**src/rtl/sec_ded_pkg.sv**
```systemverilog
// rtl/sec_ded_pkg.sv - Hsiao (39,32) SEC-DED code constants shared by encoder, decoder and scrubber
package sec_ded_pkg;
   localparam int DATA_W = 32;
   localparam int CHK_W  = 7;
   localparam int CW_W   = 39;

   // MASKS[i] selects the data bits covered by check bit i
   localparam logic [CHK_W-1:0][DATA_W-1:0] MASKS = {
      32'h5403FF10, 32'h8B503E88, 32'hA2BBC244, 32'h7D9C4422,
      32'hC06C89E1, 32'h13E5101F, 32'h2C0221FF
   };

   function automatic logic [CHK_W-1:0] data_col(input logic [4:0] idx);
      logic [CHK_W-1:0] col;
      for (int i = 0; i < CHK_W; i++) col[i] = MASKS[i][idx];
      return col;
   endfunction

   function automatic logic [CHK_W-1:0] chk_bits(input logic [DATA_W-1:0] data);
      logic [CHK_W-1:0] chk;
      for (int i = 0; i < CHK_W; i++) chk[i] = ^(data & MASKS[i]);
      return chk;
   endfunction
endpackage

```
**src/rtl/sec_ded_syn.sv**
```systemverilog
// rtl/sec_ded_syn.sv - combinational syndrome, correction mask and CE/UE classification
module sec_ded_syn
   import sec_ded_pkg::*;
(
   input  logic [CW_W-1:0]   cw_i,
   output logic [CHK_W-1:0]  syn_o,
   output logic [DATA_W-1:0] flip_o,
   output logic              ce_o,
   output logic              ue_o
);
   logic chk_hit;

   always_comb begin
      syn_o = chk_bits(cw_i[DATA_W-1:0]) ^ cw_i[CW_W-1:DATA_W];
      for (int j = 0; j < DATA_W; j++) flip_o[j] = (syn_o == data_col(5'(j)));
      // a one-hot syndrome points at a flipped check bit; data is already right
      chk_hit = (syn_o != '0) && ((syn_o & (syn_o - CHK_W'(1))) == '0);
      ce_o    = (|flip_o) || chk_hit;
      ue_o    = (syn_o != '0) && !ce_o;
   end
endmodule

```
**src/rtl/sec_ded_dec_top.sv**
```systemverilog
// rtl/sec_ded_dec_top.sv - two-stage SEC-DED decoder with valid/ready handshake and CE/UE counters
module sec_ded_dec_top
   import sec_ded_pkg::*;
#(
   parameter int CNT_W = 16
)
(
   input  logic             CLK,
   input  logic             RST,
   input  logic             IN_VALID,
   output logic             IN_READY,
   input  logic [38:0]      IN,
   output logic             OUT_VALID,
   input  logic             OUT_READY,
   output logic [31:0]      OUT,
   output logic [6:0]       SYN,
   output logic             CE,
   output logic             UE,
   input  logic             CLR_CNT,
   output logic [CNT_W-1:0] CE_CNT,
   output logic [CNT_W-1:0] UE_CNT
);
   localparam logic [CNT_W-1:0] CNT_ONE = {{(CNT_W-1){1'b0}}, 1'b1};

   logic [CHK_W-1:0]  in_syn;
   logic [DATA_W-1:0] in_flip;
   logic              in_ce, in_ue;

   logic              s1_valid_q, s1_valid_d, s2_valid_q, s2_valid_d;
   logic              s1_load, s2_load;
   logic [DATA_W-1:0] s1_data_q, s1_flip_q;
   logic [CHK_W-1:0]  s1_syn_q;
   logic              s1_ce_q, s1_ue_q;
   logic [CNT_W-1:0]  ce_cnt_q, ce_cnt_d, ue_cnt_q, ue_cnt_d;

   sec_ded_syn u_syn (
      .cw_i   (IN),
      .syn_o  (in_syn),
      .flip_o (in_flip),
      .ce_o   (in_ce),
      .ue_o   (in_ue)
   );

   always_comb begin
      s2_load    = !s2_valid_q || OUT_READY;
      s1_load    = !s1_valid_q || s2_load;
      s1_valid_d = s1_load ? IN_VALID : s1_valid_q;
      s2_valid_d = s2_load ? s1_valid_q : s2_valid_q;

      // clear takes priority and swallows any increment landing in the same cycle
      ce_cnt_d = ce_cnt_q;
      ue_cnt_d = ue_cnt_q;
      if (CLR_CNT) begin
         ce_cnt_d = '0;
         ue_cnt_d = '0;
      end else if (s2_load && s1_valid_q) begin
         if (s1_ce_q && !(&ce_cnt_q)) ce_cnt_d = ce_cnt_q + CNT_ONE;
         if (s1_ue_q && !(&ue_cnt_q)) ue_cnt_d = ue_cnt_q + CNT_ONE;
      end
   end

   always_ff @(posedge CLK) begin
      if (RST) begin
         s1_valid_q <= 1'b0;
         s2_valid_q <= 1'b0;
         s1_data_q  <= '0;
         s1_flip_q  <= '0;
         s1_syn_q   <= '0;
         s1_ce_q    <= 1'b0;
         s1_ue_q    <= 1'b0;
         OUT        <= '0;
         SYN        <= '0;
         CE         <= 1'b0;
         UE         <= 1'b0;
         ce_cnt_q   <= '0;
         ue_cnt_q   <= '0;
      end else begin
         s1_valid_q <= s1_valid_d;
         s2_valid_q <= s2_valid_d;
         ce_cnt_q   <= ce_cnt_d;
         ue_cnt_q   <= ue_cnt_d;
         if (s1_load && IN_VALID) begin
            s1_data_q <= IN[DATA_W-1:0];
            s1_flip_q <= in_flip;
            s1_syn_q  <= in_syn;
            s1_ce_q   <= in_ce;
            s1_ue_q   <= in_ue;
         end
         if (s2_load && s1_valid_q) begin
            OUT <= s1_data_q ^ s1_flip_q;
            SYN <= s1_syn_q;
            CE  <= s1_ce_q;
            UE  <= s1_ue_q;
         end
      end
   end

   assign IN_READY  = s1_load;
   assign OUT_VALID = s2_valid_q;
   assign CE_CNT    = ce_cnt_q;
   assign UE_CNT    = ue_cnt_q;
endmodule

```
**config.mk**
```make
export PLATFORM = sky130hd
export DESIGN_NAME = sec_ded_dec_top
export DESIGN_NICKNAME = d
export VERILOG_FILES = /design/src/rtl/sec_ded_pkg.sv /design/src/rtl/sec_ded_syn.sv /design/src/rtl/sec_ded_dec_top.sv
export SDC_FILE = /design/constraint.sdc
export NUM_CORES = 1
export LEC_CHECK = 0
export BUFFER_PORTS_ARGS = -buffer_cell sky130_fd_sc_hd__buf_2
export CAP_MARGIN = 20
export CORE_MARGIN = 10
export CORE_UTILIZATION = 57
export DETAILED_ROUTE_END_ITERATION = 7
export MAX_ROUTING_LAYER = met4
export PLACE_DENSITY = 0.8
export SLEW_MARGIN = 25
export SYNTH_ARGS = -nofsm -noshare
export SYNTH_HDL_FRONTEND = slang
export SYNTH_HIERARCHICAL = 1
export SYNTH_SLANG_ARGS = --single-unit
```
**constraint.sdc**
```tcl
create_clock -name CLK -period 3.6 [get_ports CLK]
set_input_delay 0.36 -clock CLK [delete_from_list [all_inputs] [get_ports CLK]]
set_output_delay 0.36 -clock CLK [all_outputs]
set_load 0.03 [all_outputs]
```
==> impl_summary.log, run 1 <==
[metrics] run status: completed
[metrics] Crit. Startpoint: IN[7]
[metrics] number of iterations in the first detailed-routing pass: 5
[metrics] Yosys top cell by area: dfxtp_1
[metrics] Residual DRC: 0
[metrics] synth-to-layout area growth: 17.7%
[metrics] CTS tree: built
[metrics] GRT Residual Overflow: 0
[metrics] FF-to-FF setup slack: between 1500 and 2000 ps
[metrics] number of stages on the worst hold path: 3
[metrics] flip-flop and latch count after synthesis: between 100 and 150
[metrics] mean post-synth cell area: 8.38 µm²
[metrics] Post-Place Cells: 1176
[metrics] count of routing violations after the opening detailed-route iteration: roughly 590
[metrics] maximum buffer depth of the clock tree: 2
[metrics] Top-Level Pins: 119
[metrics] required time at the endpoint of the critical path: slightly below 4000 ps
[metrics] fin crit period: approximately 2900 ps
[metrics] final clock period utilization by the worst path: 0.795
[metrics] list of most frequent post-synthesis cells: nand2_1 (197), dfxtp_1 (148), a21oi_1 (102), xnor2_1 (76), nor2_1 (67)
[metrics] worst slew pin tran: ~670 ps
[metrics] source-to-sink clock delay at the later pin of the worst-skew pair: roughly 430 ps
[metrics] setup repair after global routing missed its margin: false
[metrics] count of instances resized after the clock tree is built: 0
[metrics] final total negative setup slack: 0 ps
[metrics] worst path cell trace: buf_2 -> xnor3_2 -> xnor3_2 -> xnor2_2 -> buf_4 -> nor3_1 -> a21oi_2 -> mux2i_1 -> a31oi_1 -> o2111ai_2 -> a211o_1 -> nand2_1 -> a21oi_1
[metrics] Finished Core Util: 0.681
[metrics] start of the worst register-to-register path: s1_valid_q
[metrics] average detailed-routed wire length per instance: roughly 16 µm
[metrics] global-route wire length before repair: 31400 µm
[metrics] Cell variety after synth: between 60 and 70
[metrics] CP max stage delay: ~460 ps
[metrics] all-layer global routing usage: 0.216
[metrics] Maximum Capacitance Violations: 0
[metrics] setup violation total in the final timing report: 0
[metrics] count of synthesis-stage warnings from yosys: 6
[metrics] WP data arrival: 3150 ps
[metrics] initial cell density of the core: 0.578
[metrics] Worst Reg-to-Reg Cells: 5
[metrics] ranking of synthesized cells by area: dfxtp_1 (39%), nand2_1 (9.7%), xnor2_1 (8.7%)
[metrics] Rel. slew slack: 0.555
[metrics] width of the die: roughly 140 µm
[metrics] buffers added on ports: between 100 and 150
[metrics] end point of the critical path: s1_ce_q
[metrics] final worst clock skew: slightly below 7 ps
[metrics] final standard cell count with taps included and fillers excluded: approximately 1200
[metrics] Min-Delay Path Class: input pin to flop
[metrics] initial antenna violation count: 0
[metrics] instance count of the mapped netlist: between 900 and 1000
[metrics] number of buffers created by CTS: 17
[metrics] largest net degree at the start of global routing: 69
[metrics] timing-limited maximum frequency: around 350 MHz
[metrics] synthesized netlist net count: roughly 960
[metrics] hold path startpoint: IN[13]
[metrics] Max Slew Vio Count: 0
[metrics] critical path start-end classification: input pin to flop
[metrics] leak pwr: 3.37 nW
[metrics] most frequent CP cell: xnor3_2
[metrics] Vias/cell: approximately 5.6
[metrics] total power density per cell area: about 610 mW/mm²
[metrics] RR Endpoint: s1_data_q[24]
[metrics] number of setup buffers added after CTS: 0
[metrics] worst hold margin: slightly above 200 ps
[metrics] Worst setup SP type: input pin
[metrics] CTS clk-pin slew, worst paths: 60 ps
[metrics] leading cell type by number of instances after synthesis: nand2_1
[metrics] crit path max-delay cell type: xnor3_2
[metrics] share of synthesized registers carrying an async set or reset: 0
[metrics] Post-DRT Antenna Nets: 0
[metrics] Main synth FF type: dfxtp_1
[metrics] Die Outline Area: about 0.018 mm²
[metrics] share of layout cells above drive strength 1: 0.211
[metrics] share of Yosys cell area claimed by the top area cell type: 0.388
[metrics] number of rows in the core area: 42
[metrics] maximum vdd drop: about 0.35 mV
[metrics] vias in the first global route: between 6000 and 7000
[metrics] dpl hpwl: 14300 µm
[metrics] placeable core region: about 0.013 mm²
[metrics] share of the yosys chip area belonging to registers: 0.388
[metrics] number of nets in the layout: roughly 1100
[metrics] routability congestion estimate: 0.943
[metrics] Num Clock Sinks: ~150
[metrics] crit path capture type: flop
[metrics] Post-Route WL: around 20000 µm
[metrics] biggest fanout along the worst timing path: 9
[metrics] quantity of hold-fixing buffers added after cts: 0
[metrics] post-synthesis cell area: roughly 0.0076 mm²
[metrics] number of vias after detailed routing: 6800
[metrics] number of levels in the clock H-tree: 4
[metrics] Final Hold Fails: 0
[metrics] Antenna Cells: 0
[metrics] Final Power: approximately 5.5 mW
[metrics] die boundary height: roughly 140 µm
[metrics] root buffer cell: clkbuf_16
[metrics] number of synthesized flops with an enable pin: 0
[where the power goes]
part	leakage [nW]	switching, mW	internal, mW
clock	0.295	0.671	1.19
combinational	1.87	1.14	0.741
sequential	1.21	0.0490	1.73
[metal layers]
metal  track usage  vias to the layer above  share of wire
met1         0.280                     3193           0.45
met2         0.332                      188           0.47
met3        0.0412                       23          0.059
met5             -                        -              0
li1              -                     3396              -
met4        0.0694                        0          0.015
[worst max-delay path, delay by kind of cell]
kind	cells	cell delay, ps
simple gates	2	130
mux	1	100
compound gates	5	920
buf+inv	2	370
xor+xnor	3	1270
[stage by stage]
stage / worst slack (ps) / cell area (µm²)
global route: 529 / 8980
global placement: 358 / 8370
CTS: 785 / 8980
floorplan: 781 / 7630
detailed placement: 347 / 8370
finish: 737 / 8980
[flip-flops by register name, indices dropped and copies added, names as in the netlist]
name,count
s1_ce_q,1
CE_CNT,16
OUT_VALID,1
CE,1
s1_valid_q,1
s1_data_q,32
s1_ue_q,1
UE_CNT,16
s1_syn_q,7
SYN,7
s1_flip_q,32
UE,1
OUT,32
[kinds of logic after synthesis]
family	after synthesis	synth area share
xor+xnor	102	0.148
flops	148	0.388
fa+ha+maj	2	0.00328
buf+inv	57	0.0379
mux	16	0.0210
simple gates	398	0.247
compound gates	187	0.154
[placed cells by master (no fill, tap or decap), drive strengths merged, types with 10 or more instances in the layout]
cell,n
nand3,17
or3,16
o31ai,11
nor4,16
a211oi,38
nor3,28
clkbuf,21
or4,10
xnor2,79
xnor3,14
o21ai,10
buf,141
nand2,198
mux2i,16
a21oi,103
dfxtp,148
nor2,70
[final cells by class]
class / instances / area (µm²)
clock buffer: 21 / 460
clock inverter: 9 / 154
fill: 1071 / 4210
inverter: 6 / 25.0
multi-input combinational: 705 / 4390
sequential: 148 / 2960
tap: 176 / 220
timing repair buffer: 141 / 766
[worst min path at each step]
stage and to:
2_1_floorplan s1_ue_q, 3_3_place_gp SYN[6], 3_5_place_dp s1_syn_q[6], 4_1_cts s1_data_q[8], 5_1_grt s1_data_q[25], 6_report s1_data_q[13]
Note: power is estimated with default switching activity, not from simulation.
==> inputs of run 2 (changes only) <==
Clock period 3.6 ns to 3 ns, I/O delays scaled along.
==> run 2 against run 1 <==
  * Clock power up 16%
  * Sequential share of layout area down 1.3 points
  * Worst setup slack worse by 370 ps
  * Cell area up 4.1%
  * Combinational power up 41%
  * Non-clock buffer count up 49
  * Sequential power up 20%
  * Via count up 2.5%
  * Power up 26%
  * Critical path depth unchanged
  * Critical endpoint unchanged
  * Largest cell class unchanged
  * Largest power group unchanged
==> impl_summary.log, run 2 (synthesis results as in run 1) <==
[metrics] part of the power in registers: 0.307 (-0.015)
[metrics] Min-Delay Path Class: input pin to flop
[metrics] vias in the first global route: 6566 (+6.6%)
[metrics] required time at the endpoint of the critical path: 3290 ps (-600 ps)
[metrics] number of vias after detailed routing: 6967 (+2.5%)
[metrics] critical path start-end classification: input pin to flop
[metrics] Post-DRT Antenna Nets: 0 (unchanged)
[metrics] GRT Residual Overflow: 0 (unchanged)
[metrics] Vias/cell: 5.54 (-1.8%)
[metrics] total power density per cell area: 743 mW/mm² (+21%)
[metrics] average detailed-routed wire length per instance: 16.3 µm (-0.28%)
[metrics] number of buffers created by CTS: 17 (unchanged)
[metrics] Max Slew Vio Count: 0 (unchanged)
[metrics] biggest fanout along the worst timing path: 6 (-3)
[metrics] setup violation total in the final timing report: 0 (unchanged)
[metrics] buffers added on ports: 118 (unchanged)
[metrics] switching share of power: 0.337 (about the same)
[metrics] all-layer global routing usage: 0.228 (+0.0124)
[metrics] total internal power: 4.60 mW (+26%)
[metrics] initial cell density of the core: 0.578 (unchanged)
[metrics] final clock period utilization by the worst path: 0.879
[metrics] die boundary height: 136 µm (unchanged)
[metrics] Die Outline Area: 0.0184 mm² (unchanged)
[metrics] number of nets in the layout: 1114 (+4.6%)
[metrics] Top-Level Pins: 119 (unchanged)
[metrics] Post-Route WL: 20600 µm (+4.0%)
[metrics] number of iterations in the first detailed-routing pass: 5 (unchanged)
[metrics] CTS tree: built
[metrics] Worst setup SP type: input pin
[metrics] width of the die: 136 µm (unchanged)
[metrics] CTS clk-pin slew, worst paths: 60 ps (about the same)
[metrics] initial antenna violation count: 1 (+1)
[metrics] count of instances resized after the clock tree is built: 0 (unchanged)
[metrics] largest net degree at the start of global routing: 74 (+7.2%)
[metrics] Final Hold Fails: 0 (unchanged)
[metrics] placeable core region: 0.0132 mm² (unchanged)
[metrics] worst hold margin: 151 ps (-56.9 ps)
[metrics] number of rows in the core area: 42 (unchanged)
[metrics] worst slew pin tran: 742 ps (+74.4 ps)
[metrics] Num Clock Sinks: 148 (unchanged)
[metrics] Residual DRC: 0 (unchanged)
[metrics] Maximum Capacitance Violations: 0 (unchanged)
[metrics] maximum vdd drop: 0.440 mV (+27%)
[metrics] leading cell types in the layout, fill and taps excluded: nand2_1 (196), dfxtp_1 (148), buf_2 (117)
[metrics] number of setup buffers added after CTS: 0 (unchanged)
[metrics] leak pwr: 3.60 nW (+7.0%)
[metrics] P_sw: 2.34 mW (+26%)
[metrics] WP data arrival: 2930 ps (-220 ps)
[metrics] routability congestion estimate: 0.933 (-1.0%)
[metrics] proportion of power drawn by the clock network: 0.312 (-0.025)
[metrics] crit path capture type: flop
[metrics] Rel. slew slack: 0.505 (-0.0496)
[metrics] setup repair after global routing missed its margin: false
[metrics] leading registers by flop count: OUT: 32 flops, s1_data_q: 32 flops, s1_flip_q: 32 flops
[metrics] fin crit period: roughly 2600 ps
[metrics] share of power burned in combinational logic: 0.381 (+0.040)
[metrics] final worst clock skew: 9.39 ps (+2.58 ps)
[metrics] synth-to-layout area growth: 22.5%
[metrics] maximum buffer depth of the clock tree: 2 (unchanged)
[metrics] source-to-sink clock delay at the later pin of the worst-skew pair: 420 ps (about the same)
[metrics] share of layout cells above drive strength 1: 0.248 (+0.0375)
[metrics] Final Power: 6.94 mW (+26%)
[metrics] root buffer cell: clkbuf_16
[metrics] global-route wire length before repair: 33100 µm (+5.4%)
[metrics] run status: completed
[metrics] dpl hpwl: 15100 µm (+5.0%)
[metrics] timing-limited maximum frequency: ~380 MHz
[metrics] most common cell after layout, fill and taps aside: nand2_1
[metrics] quantity of hold-fixing buffers added after cts: 0 (unchanged)
[metrics] number of levels in the clock H-tree: 4 (unchanged)
[metrics] count of routing violations after the opening detailed-route iteration: 544 (-7.2%)
==> run 2: cell type report <==
cell class                 count  area [µm²]
clock inverter                 7        95.1
tap                          176         220
multi-input combinational    705        4390
timing repair buffer         190        1130
antenna                        2        5.00
inverter                       6        25.0
fill                        1033        3840
sequential                   148        2960
clock buffer                  24         512
==> run 2: metrics by stage <==
stage | setup WS [ps] | TNS, ps | area (µm²) | utilization | std cells
2_1_floorplan | 241 | 0 | 7630 | - | 910
3_3_place_gp | -20.8 | -20.8 | 8730 | 0.662 | 1225
3_5_place_dp | -60.2 | -93.4 | 8730 | 0.662 | 1225
4_1_cts | 371 | 0 | 9340 | 0.708 | 1256
5_1_grt | 153 | 0 | 9340 | 0.708 | 1257
6_report | 363 | 0 | 9350 | 0.709 | 1258
==> run 2: final timing paths <==
kind	startpoint	end	slack, ps	depth (start not counted)
max	IN[7]	s1_ce_q	360	13
max reg2reg	OUT_VALID	OUT[16]	1070	5
min reg2reg	SYN[6]	SYN[6]	450	2
min	IN[13]	s1_data_q[13]	150	3
==> run 2: layer usage <==
layer | vias up | GRT usage | share of wire
met1 | 3271 | 0.284 | 0.44
met4 | 0 | 0.0772 | 0.015
met2 | 197 | 0.355 | 0.48
met3 | 24 | 0.0549 | 0.067
met5 | - | - | 0
li1 | 3475 | - | -
==> run 2: power by group through the flow <==
stage / clock [mW] / sequential (mW) / combinational (mW)
after global routing: 2.28 / 2.14 / 2.86
final: 2.16 / 2.13 / 2.65
after floorplan: 0 / 2.24 / 1.55
after detailed placement: 0 / 2.17 / 2.62
after global placement: 0 / 2.17 / 2.62
after CTS: 2.18 / 2.13 / 2.63
==> run 2: critical path, cell delays in order <==
cell	delay, ps
buf_2	100
xnor3_2	420
buf_4	150
xnor2_1	140
xnor3_2	530
xnor2_1	220
mux2i_1	220
o22ai_1	110
a211oi_2	230
o2111ai_2	140
a211o_1	250
nand2_1	60
a21oi_1	70
==> inputs of run 3 (changes only) <==
Settings changed: CORE_MARGIN 10 to not set, CORE_UTILIZATION 57 to 56, SYNTH_HIERARCHICAL 1 to not set.
==> run 3 against run 2 <==
  * Combinational power shrank 16%
  * First-iteration DRC count rose by 31%
  * Critical path depth is 4 lower
  * Worst setup slack gained 170 ps
  * Register-to-register slack worse by 540 ps
  * Final cell count shrank 13%
  * Cell area fell by 9.3%
  * Via count down 15%
  * Count of clock-buffer cells in the layout shrank 6
  * Hold slack worse by 49 ps
  * Clock skew fell by 4.2 ps
  * Sequential power is essentially flat
==> impl_summary.log, run 3 <==
[metrics] leading cell types in the layout, fill and taps excluded: dfxtp_1 (148), nand2_1 (117), buf_2 (117)
[metrics] post-synthesis compound-gate area fraction: 0.132 (-0.0226)
[metrics] part of the power in registers: 0.323 (+0.016)
[metrics] post-synthesis cell area: 0.00698 mm² (-8.5%)
[metrics] count of synthesis-stage warnings from yosys: 0 (-6)
[metrics] number of levels in the clock H-tree: 4 (unchanged)
[metrics] number of rows in the core area: 40 (-4.8%)
[metrics] multiplexer area fraction after synthesis: 0.00430 (-0.0167)
[metrics] critical path start-end classification: flop to flop
[metrics] share of layout cells above drive strength 1: 0.211 (-0.0367)
[metrics] synth-to-layout area growth: 21.4%
[metrics] xor and xnor area share after synthesis: 0.215 (+0.0663)
[metrics] setup violation total in the final timing report: 0 (unchanged)
[metrics] P_sw: 2.21 mW (-5.4%)
[metrics] GRT Residual Overflow: 0 (unchanged)
[metrics] synthesized netlist net count: 835 (-13%)
[metrics] Post-Place Cells: 1058 (-14%)
[metrics] maximum vdd drop: 0.438 mV (-0.47%)
[metrics] source-to-sink clock delay at the later pin of the worst-skew pair: 420 ps (about the same)
[metrics] share of synthesized registers carrying an async set or reset: 0 (unchanged)
[metrics] Rel. slew slack: 0.526 (+0.0208)
[metrics] initial cell density of the core: 0.579 (about the same)
[metrics] placeable core region: 0.0121 mm² (-8.6%)
[metrics] average detailed-routed wire length per instance: 15.5 µm (-4.9%)
[metrics] setup repair after global routing missed its margin: false
[metrics] final clock period utilization by the worst path: 0.823 (-0.0563)
[metrics] worst path cell trace: nor2b_1 -> nor2b_4 -> buf_4 -> nand2_1 -> o21bai_1 -> nor3_1 -> nand3_1 -> xor2_1 -> nor2_1
[metrics] crit path max-delay cell type: nor3_1
[metrics] leading registers by flop count: OUT: 32 flops, s1_data_q: 32 flops, s1_flip_q: 32 flops
[metrics] Antenna Cells: 0 (-2)
[metrics] CTS clk-pin slew, worst paths: 60 ps (about the same)
[metrics] Yosys top cell by area: dfxtp_1
[metrics] number of buffers created by CTS: 17 (unchanged)
[metrics] maximum buffer depth of the clock tree: 2 (unchanged)
[metrics] number of synthesized flops with an enable pin: 0 (unchanged)
[metrics] Post-Route WL: 16900 µm (-18%)
[metrics] required time at the endpoint of the critical path: 3280 ps (about the same)
[metrics] root buffer cell: clkbuf_16
[metrics] buffers added on ports: 118 (unchanged)
[metrics] Main synth FF type: dfxtp_1
[metrics] Maximum Capacitance Violations: 0 (unchanged)
[metrics] number of iterations in the first detailed-routing pass: 5 (unchanged)
[metrics] leading cell type by number of instances after synthesis: dfxtp_1
[metrics] final worst clock skew: 5.18 ps (-4.21 ps)
[metrics] number of nets in the layout: 955 (-14%)
[metrics] total internal power: 4.44 mW (-3.4%)
[metrics] die boundary height: 114 µm (-16%)
[metrics] global-route wire length before repair: 27300 µm (-18%)
[metrics] Worst setup SP type: flop
[metrics] vias in the first global route: 5515 (-16%)
[metrics] WP data arrival: 2750 ps (-180 ps)
[metrics] number of vias after detailed routing: 5936 (-15%)
[metrics] sum of buffers and inverters on the critical path: 1 (-1)
[metrics] run status: completed
[metrics] total power density per cell area: 785 mW/mm² (+5.7%)
[metrics] Post-DRT Antenna Nets: 0 (unchanged)
[metrics] gate family responsible for the most delay along the worst path: simple AND/OR/NAND/NOR gates
[metrics] number of setup buffers added after CTS: 0 (unchanged)
[metrics] initial antenna violation count: 0 (-1)
[metrics] dpl hpwl: 12300 µm (-18%)
[metrics] share of power burned in combinational logic: 0.334 (-0.047)
[metrics] all-layer global routing usage: 0.280 (+0.0517)
[metrics] final standard cell count with taps included and fillers excluded: 1090 (-13%)
[metrics] CP max stage delay: 470 ps (-60 ps)
[metrics] Num Clock Sinks: 148 (unchanged)
[metrics] adder and majority cell fraction of the synthesized area: 0.00358 (+0.000304)
[metrics] list of most frequent post-synthesis cells: dfxtp_1 (148), nand2_1 (118), nor2_1 (116), xnor2_1 (88), a21oi_1 (60)
[metrics] Cell variety after synth: 52 (-25%)
[metrics] Die Outline Area: 0.0129 mm² (-30%)
[metrics] Max Slew Vio Count: 0 (unchanged)
[metrics] fin crit period: 2470 ps (-169 ps)
[metrics] mean post-synth cell area: 8.85 µm² (+5.5%)
[metrics] flip-flop and latch count after synthesis: 148 (unchanged)
[metrics] CTS tree: built
[metrics] Synth Area in Simple Gates: 0.196 (-0.0507)
[metrics] biggest fanout along the worst timing path: 41 (+35)
[metrics] count of routing violations after the opening detailed-route iteration: 715 (+31%)
[metrics] most common cell after layout, fill and taps aside: dfxtp_1
[metrics] instance count of the mapped netlist: 789 (-13%)
[metrics] Final Hold Fails: 0 (unchanged)
[metrics] crit path capture type: flop
[metrics] share of the yosys chip area belonging to registers: 0.424 (+0.0360)
[metrics] width of the die: 114 µm (-16%)
[metrics] share of Yosys cell area claimed by the top area cell type: 0.424 (+0.0360)
[metrics] timing-limited maximum frequency: 405 MHz (+6.8%)
[metrics] routability congestion estimate: 0.967 (+3.6%)
[metrics] Vias/cell: 5.45 (-1.7%)
[metrics] Top-Level Pins: 119 (unchanged)
[metrics] final total negative setup slack: 0 ps (unchanged)
[metrics] Residual DRC: 0 (unchanged)
[metrics] proportion of power drawn by the clock network: 0.343 (+0.031)
[metrics] quantity of hold-fixing buffers added after cts: 0 (unchanged)
[metrics] count of instances resized after the clock tree is built: 0 (unchanged)
[metrics] leak pwr: 3.42 nW (-5.0%)
[metrics] Min-Delay Path Class: input pin to flop
[metrics] switching share of power: 0.332 (-0.00469)
[metrics] worst slew pin tran: 710 ps (-32.8 ps)
[metrics] largest net degree at the start of global routing: 63 (-15%)
[metrics] largest family of logic cells by synthesized area: XOR/XNOR gates
[metrics] ranking of synthesized cells by area: dfxtp_1 (42%), xnor2_1 (11%), nand2_1 (6.3%)
## run 3: cell type report
class,instances,area [µm²]
Clock buffer,18,429
Fill cell,972,3590
Timing Repair Buffer,144,788
Sequential cell,148,2960
Inverter,3,11.3
Multi-Input combinational cell,595,3860
Tap cell,168,210
Clock inverter,14,210
## run 3: worst register-to-register path: cells and delay by family, from the launching register on
kind | cells | cell delay, ps
AO/OA/AOI/OAI | 1 | 250
XOR/XNOR | 1 | 180
buffers and inverters | 1 | 340
flip-flops | 1 | 300
AND/OR/NAND/NOR | 6 | 1260
## run 3: final timing paths
path	startpoint	endpoint	slack [ps]	cells past startpoint
setup reg to reg	OUT_VALID	UE_CNT[13]	530	9
hold / removal	RST	OUT_VALID	100	2
hold reg to reg	SYN[2]	SYN[2]	450	2
setup / recovery	OUT_VALID	UE_CNT[13]	530	9
## run 3: through the flow
stage | cell area [µm²] | hold slack, ps | total power, mW | utilization | setup slack (ps)
2_1_floorplan | 6980 | 432 | 3.73 | - | 524
3_3_place_gp | 7840 | 442 | 4.36 | 0.650 | 98.5
3_5_place_dp | 7840 | 445 | 4.35 | 0.650 | 117
4_1_cts | 8480 | 83.3 | 6.62 | 0.703 | 526
5_1_grt | 8480 | 92.6 | 6.94 | 0.703 | 323
6_report | 8480 | 101 | 6.66 | 0.703 | 532
## run 3: kinds of logic after synthesis
group                    Yosys count
AO/OA/AOI/OAI                    141
buffers and inverters             46
XOR/XNOR                         134
flip-flops                       148
multiplexers                       3
adder cells (fa/ha/maj)            2
AND/OR/NAND/NOR                  315
## run 3: power groups by stage
stage          clock (mW)  sequential, mW  combinational (mW)
5_1_grt              2.39            2.16                2.39
6_report             2.28            2.15                2.23
2_1_floorplan           0            2.25                1.48
3_5_place_dp            0            2.19                2.16
4_1_cts              2.30            2.15                2.18
3_3_place_gp            0            2.19                2.17
## run 3: routing by layer
layer	vias up	global-route usage	wire length, µm
li1	2944	-	-
met1	2763	0.363	7870
met2	204	0.434	7810
met3	25	0.0531	877
met4	0	0.104	371
met5	-	-	0
